### src/rtl/mem_port_arbiter.sv
// Two-port front end for the single-port unified memory: fetch (port 0) and load/store (port 1)
// share one access slot per cycle under a starvation-bounded priority, with in-order response routing.
module mem_port_arbiter #(
    parameter int AW         = 32,
    parameter int DW         = 32,
    parameter int MEM_LAT    = 1,
    parameter int STARVE_MAX = 4
) (
    input  logic          clk,
    input  logic          rst_n,
    input  logic          hold,

    input  logic          if_valid,
    output logic          if_ready,
    input  logic [AW-1:0] if_addr,
    output logic          if_rvalid,
    output logic [DW-1:0] if_rdata,

    input  logic          d_valid,
    output logic          d_ready,
    input  logic          d_we,
    input  logic [AW-1:0] d_addr,
    input  logic [DW-1:0] d_wdata,
    output logic          d_rvalid,
    output logic [DW-1:0] d_rdata,

    output logic [AW-1:0] mem_addr,
    output logic          mem_we,
    output logic [DW-1:0] mem_wdata,
    input  logic [DW-1:0] mem_rdata,

    output logic          busy
);

    localparam logic [3:0] STARVE_LIM = 4'(STARVE_MAX);
    localparam int         LAST       = MEM_LAT - 1;

    logic [3:0] r_starve;

    logic w_issue_ok;
    logic w_fetch_forced;
    logic w_gnt_f;
    logic w_gnt_d;
    logic w_rsp_vld;

    // Data normally wins; fetch is forced once data has been granted STARVE_MAX times in a row over it.
    assign w_issue_ok     = rst_n & ~hold;
    assign w_fetch_forced = (r_starve == STARVE_LIM);
    assign w_gnt_d        = w_issue_ok & d_valid & (~if_valid | ~w_fetch_forced);
    assign w_gnt_f        = w_issue_ok & if_valid & ~w_gnt_d;

    assign if_ready  = w_gnt_f;
    assign d_ready   = w_gnt_d;
    assign mem_addr  = w_gnt_f ? if_addr : (w_gnt_d ? d_addr : '0);
    assign mem_we    = w_gnt_d & d_we;
    assign mem_wdata = d_wdata;

    always_ff @(posedge clk) begin
        if (!rst_n) begin
            r_starve <= 4'd0;
        end else if (w_gnt_f || !if_valid) begin
            r_starve <= 4'd0;
        end else if (w_gnt_d && (r_starve != STARVE_LIM)) begin
            r_starve <= r_starve + 4'd1;
        end
    end

    // Stores complete on acceptance, so only reads occupy a slot in the return pipeline.
    assign w_rsp_vld = w_gnt_f | (w_gnt_d & ~d_we);

    logic         r_vld  [MEM_LAT];
    logic         r_port [MEM_LAT];
    logic [MEM_LAT:0] w_any_vld;

    assign w_any_vld[0] = 1'b0;

    generate
        for (genvar gi = 0; gi < MEM_LAT; gi++) begin : g_stage
            if (gi == 0) begin : g_head
                always_ff @(posedge clk) begin
                    if (!rst_n) begin
                        r_vld[gi]  <= 1'b0;
                        r_port[gi] <= 1'b0;
                    end else begin
                        r_vld[gi]  <= w_rsp_vld;
                        r_port[gi] <= w_gnt_d;
                    end
                end
            end else begin : g_body
                always_ff @(posedge clk) begin
                    if (!rst_n) begin
                        r_vld[gi]  <= 1'b0;
                        r_port[gi] <= 1'b0;
                    end else begin
                        r_vld[gi]  <= r_vld[gi-1];
                        r_port[gi] <= r_port[gi-1];
                    end
                end
            end
            assign w_any_vld[gi+1] = w_any_vld[gi] | r_vld[gi];
        end
    endgenerate

    assign if_rvalid = rst_n & r_vld[LAST] & ~r_port[LAST];
    assign d_rvalid  = rst_n & r_vld[LAST] & r_port[LAST];
    assign if_rdata  = mem_rdata;
    assign d_rdata   = mem_rdata;
    assign busy      = rst_n & w_any_vld[MEM_LAT];

endmodule
### config.mk
export PLATFORM = sky130hd
export DESIGN_NAME = mem_port_arbiter
export DESIGN_NICKNAME = d
export VERILOG_FILES = /design/src/rtl/mem_port_arbiter.sv
export SDC_FILE = /design/constraint.sdc
export NUM_CORES = 1
export LEC_CHECK = 0
export CAP_MARGIN = 20
export CORE_MARGIN = 8
export CORE_UTILIZATION = 20
export CTS_CLUSTER_DIAMETER = 60
export DETAILED_ROUTE_END_ITERATION = 10
export PLACE_DENSITY_LB_ADDON = 0.3
export SYNTH_ARGS = -nofsm -noshare
export SYNTH_HDL_FRONTEND = slang
export SYNTH_SLANG_ARGS = --single-unit
### constraint.sdc
create_clock -name clk -period 1.6 [get_ports clk]
set_input_delay 0.16 -clock clk [delete_from_list [all_inputs] [get_ports clk]]
set_output_delay 0.16 -clock clk [all_outputs]
set_load 0.005 [all_outputs]
# Yosys cells after proc, flatten, opt, wreduce, memory -nomap -nowiden
# Memory sizes are Yosys's and may differ from the RTL's.
# Index checks and enable logic that the tools add are counted.
[totals] rom_bits=0 word_cells=39 latchBits=0 regBits=4 inputBits=134 mem_bits_rw=2 n_memories=2
[classes] n_eq_ne=2 n_bitwise=19 div_mod_pow=0 muxes=8 n_shift=0 n_addsub=1 multipliers=0 n_reduce_logical=6 magnitude_cmp=0
[mem_list] memory="r_port" depth=1 width=1 rd=1 rd_clocked_by_memory_dff=0 wr=1 line="72" rtl="logic r_port [MEM_LAT];"
[mem_list] memory="r_vld" depth=1 width=1 rd=1 rd_clocked_by_memory_dff=0 wr=1 line="71" rtl="logic r_vld [MEM_LAT];"
[ops] operator="$mux W32" n=2
[ops] operator="$and A1 B1 Y1" n=10
[ops] operator="$not A1 Y1" n=7
[ops] operator="$mux W1" n=6
[ops] operator="$add A4 B1 Y4 const B" n=1
[ops] operator="$eq A4 B3 Y1 const B" n=1
[ops] operator="$ne A4 B3 Y1 const B" n=1
[ops] operator="$or A1 B1 Y1" n=2
[ops] operator="$reduce_or A1 Y1" n=2
[ops] operator="$reduce_or A2 Y1" n=1
[ops] operator="$logic_and A1 B1 Y1" n=1
[ops] operator="$logic_not A1 Y1" n=1
[ops] operator="$logic_or A1 B1 Y1" n=1

# Depth between registers and ports, before layout
[logic_depth] ltp_word=8 mapped_depth=7 ltp_nobuf=5

# Least setup slack after synthesis
# Ideal clock, no wire load.
[synth_timing] path_kind="register to output" startpoint="register r_starve[0]" endpoint="output mem_addr[0]" stages_incl_launch_ff=8 t_arrival_ps=1462 n_path_buf=2 slack_ps=-22 cell_sequence="dfxtp_1 > inv_1 > ha_1 > and3b_1 > buf_6 > a21o_1 > buf_2 > o22ai_1"
[synth_via] elab_chain_cells=7
[synth_rtl] item="start: declaration" line="38" rtl="logic [3:0] r_starve;"
[synth_rtl] item="start signal: assignment" line="64" rtl="r_starve <= r_starve + 4'd1;"
[synth_rtl] item="$eq A4 B3 Y1 (*)" line="48" rtl="assign w_fetch_forced = (r_starve == STARVE_LIM);"
[synth_rtl] item="$not A1 Y1 (*)" line="49" rtl="assign w_gnt_d = w_issue_ok & d_valid & (~if_valid | ~w_fetch_forced);"
[synth_rtl] item="$or A1 B1 Y1 (*)" line="49"
[synth_rtl] item="$and A1 B1 Y1 (*)" line="49"
[synth_rtl] item="$not A1 Y1" line="50" rtl="assign w_gnt_f = w_issue_ok & if_valid & ~w_gnt_d;"
[synth_rtl] item="$and A1 B1 Y1" line="50"
[synth_rtl] item="$mux W32 (*)" line="54" rtl="assign mem_addr = w_gnt_f ? if_addr : (w_gnt_d ? d_addr : '0);"
[synth_rtl] item="end: declaration" line="27" rtl="output logic [AW-1:0] mem_addr,"
# Mark *: on every way between the ends. The rest lies on a longest branch, timed or not.

# Final worst setup path
[layout_timing] startpoint="register r_starve[1]" endpoint="output mem_addr[26]"
# Same word-level chain as after synthesis.

==> impl_metrics.ini <==
[setup_path]
cp.arrival_ns = 1.76
cp_max_fo = 8
ff2ff_setup_slack_ns = -0.10
worst_r2r_endpoint = r_starve[0]
startpoint = r_starve[1]
endpoint = mem_addr[26]
crit_type = flip-flop to primary output
required_ns = 1.44
cp-start-kind = flip-flop
end_kind = primary output
reg2reg_depth = 8
timing.rr.start = r_starve[1]

[clock_tree]
cts_root_buf = clkbuf_8
cts_buffer_depth = 2
tritoncts = built
holdBufCountCts = 0
worstSkewPairLatency_ns = 0.24
cts_sinks = 6
htreeDepth = 1
clk_pin_slew_ns = 0.04
numCtsBuffers = 3

[placed_design]
hpwl_mm = 5.34
port_buffers = 107
post-place-ws_ns = -0.488
place.gp.congestion = 0.828

[finish]
drive_gt1_frac = 0.419
nets = 415
diodes = 0
syn2layout_area_growth_pct = 58.4
fill_cells = 815

[synth]
synth_commonest_cells = buf_4, nand2_1, o22ai_1
synth_nets = 384
syn-cell-area_mm2 = 0.00160
synth_warnings = 0
syn_inst = 248
syn_avg_cell_area_um2 = 6.45
synth_seq_cells = 6
synth_cell_types = 30
synth-edff-count = 0
synth_largest_area_cell = buf_4
synth_seq_area_share = 0.0751
yosysMostFrequentCell = buf_4
yosys-top-cells-area = buf_4, nand2_1, o22ai_1, dfxtp_1, buf_2
synth-async-reset-ratio = 0
synth.top_cell.area_share = 0.455
ys.flop_type = dfxtp_1

[pwr]
p_leak_nw = 0.983
p_per_area_mw_per_mm2 = 355
vdd_ir_drop_max_v = 0.000184
fin_total_pwr_mw = 0.899

[die]
core_mm2 = 0.00773
rows = 32
die-area_mm2 = 0.0111
die_w_um = 105
io_pins = 268
die_h_um = 105
start_util = 0.207

[min_path]
hold_path.class = input pin to primary output
min_path_cells = 0

[grt]
grt_pass1_vias = 1832
grt_pass1_wl_mm = 11.4
antenna_found_initial = 0
grt_usage = 0.131
overflow = 0
grt_max_degree = 39

[detailed_routing]
dr.pass1.iters = 4
antenna_left = 0
vias = 1726
drc = 0
wl_mm = 7.61
avgViaCountPerCell = 4.55
routedWlPerCell_um = 20.1
dr.first_iter.drc_count = 55

[outcome]
failed_checks = negative setup slack
status = complete, but fails checks

[timing]
worst_pin_slew_ns = 0.425
relSlewSlack = 0.716
post-route-period-util = 1.20
finalWorstSetupSlack_ns = -0.322
fmax_mhz = 520
period_needed_ns = 1.92
setup_viol = 36
finalMaxSlewViolations = 0
hold_viol = 0
finalClockSkew_ns = 0.00235
rsz0062_at_grt = true

[flow_run]
maxCapViolCount = 0
layer usage:
layer  vias to the layer above  routed length, um  global-route usage
li1                        799                  -                   -
met4                         0                180              0.0459
met3                        30               1060              0.0676
met2                       137               3720               0.224
met5                         -                  0                   0
met1                       760               2650               0.133
area by class of cell:
class                   count  area (um^2)  share of cell area
multi-input cells         132         1010               0.398
well taps                 102          128              0.0504
flip-flops and latches      6          123              0.0484
inverters                   3         11.3             0.00445
repair buffers            133         1220               0.482
clock buffers               3         41.3              0.0163
layout by cell type, fill, tap and decap left out, types with 2 or more instances in the layout:
| master | n |
|---|---|
| and2_1 | 2 |
| buf_6 | 7 |
| nand2_1 | 65 |
| buf_2 | 34 |
| nand2b_1 | 2 |
| nand4_1 | 2 |
| o22ai_2 | 29 |
| inv_2 | 2 |
| clkdlybuf4s50_1 | 71 |
| o22ai_4 | 3 |
| nand3b_1 | 2 |
| buf_12 | 6 |
| a21oi_1 | 3 |
| a21o_4 | 4 |
| clkbuf_8 | 3 |
| dfxtp_2 | 2 |
| a211oi_2 | 2 |
| o21ai_1 | 2 |
| buf_4 | 12 |
| dfxtp_1 | 4 |
report_power, final:
part	switching [mW]	total [mW]	internal, mW
registers	0.00100	0.154	0.153
clock network	0.0880	0.252	0.164
logic	0.196	0.493	0.297
logic make-up (layout without fill, tap and decap cells):
logic type	Yosys count	after routing	share of synthesized area
buf+inv	113	139	0.503
simple gates	82	82	0.225
compound gates	45	48	0.182
flops	6	6	0.0751
fa+ha+maj	2	2	0.0156
sequential cells by signal (all words and copies together) (netlist names):
| signal | count |
|---|---|
| r_vld | 1 |
| r_port | 1 |
| r_starve | 4 |
what timing repair did:
item                                    4_1_cts  5_1_grt
endpoints found under the setup margin       38       39
hold endpoints to repair                      0        0
resized for setup                           167        9
pin swaps                                     8        8
cloned                                        7        0
setup buffers                                11        1
worst max-delay path, cell delays in order, from the launching register on:
cell	delay, ns
dfxtp_2	0.33
inv_2	0.05
ha_4	0.15
and3b_2	0.21
buf_6	0.12
o21ai_4	0.15
buf_8	0.17
buf_12	0.15
o22ai_2	0.06
buf_2	0.14
metrics by stage:
| stage | instance area, um^2 | instances | TNS (ns) | utilization | hold WS (ns) |
|---|---|---|---|---|---|
| floorplan | 1840 | 248 | 0 | - | 0.252 |
| global placement | 2370 | 362 | -15.39 | 0.307 | 0.320 |
| detailed placement | 2370 | 362 | -16.27 | 0.307 | 0.320 |
| global route | 2530 | 379 | -11.88 | 0.328 | 0.320 |
| CTS | 2570 | 382 | -10.81 | 0.333 | 0.320 |
| finish | 2530 | 379 | -9.73 | 0.328 | 0.320 |
worst min-delay path by stage:
stage	startpoint	end	slack, ns
2_1_floorplan	if_valid	r_port[0]	0.25
3_3_place_gp	d_wdata[11]	mem_wdata[11]	0.32
3_5_place_dp	d_wdata[11]	mem_wdata[11]	0.32
4_1_cts	d_wdata[11]	mem_wdata[11]	0.32
5_1_grt	d_wdata[14]	mem_wdata[14]	0.32
6_report	d_wdata[14]	mem_wdata[14]	0.32
Power figures use the tool's default switching activity.
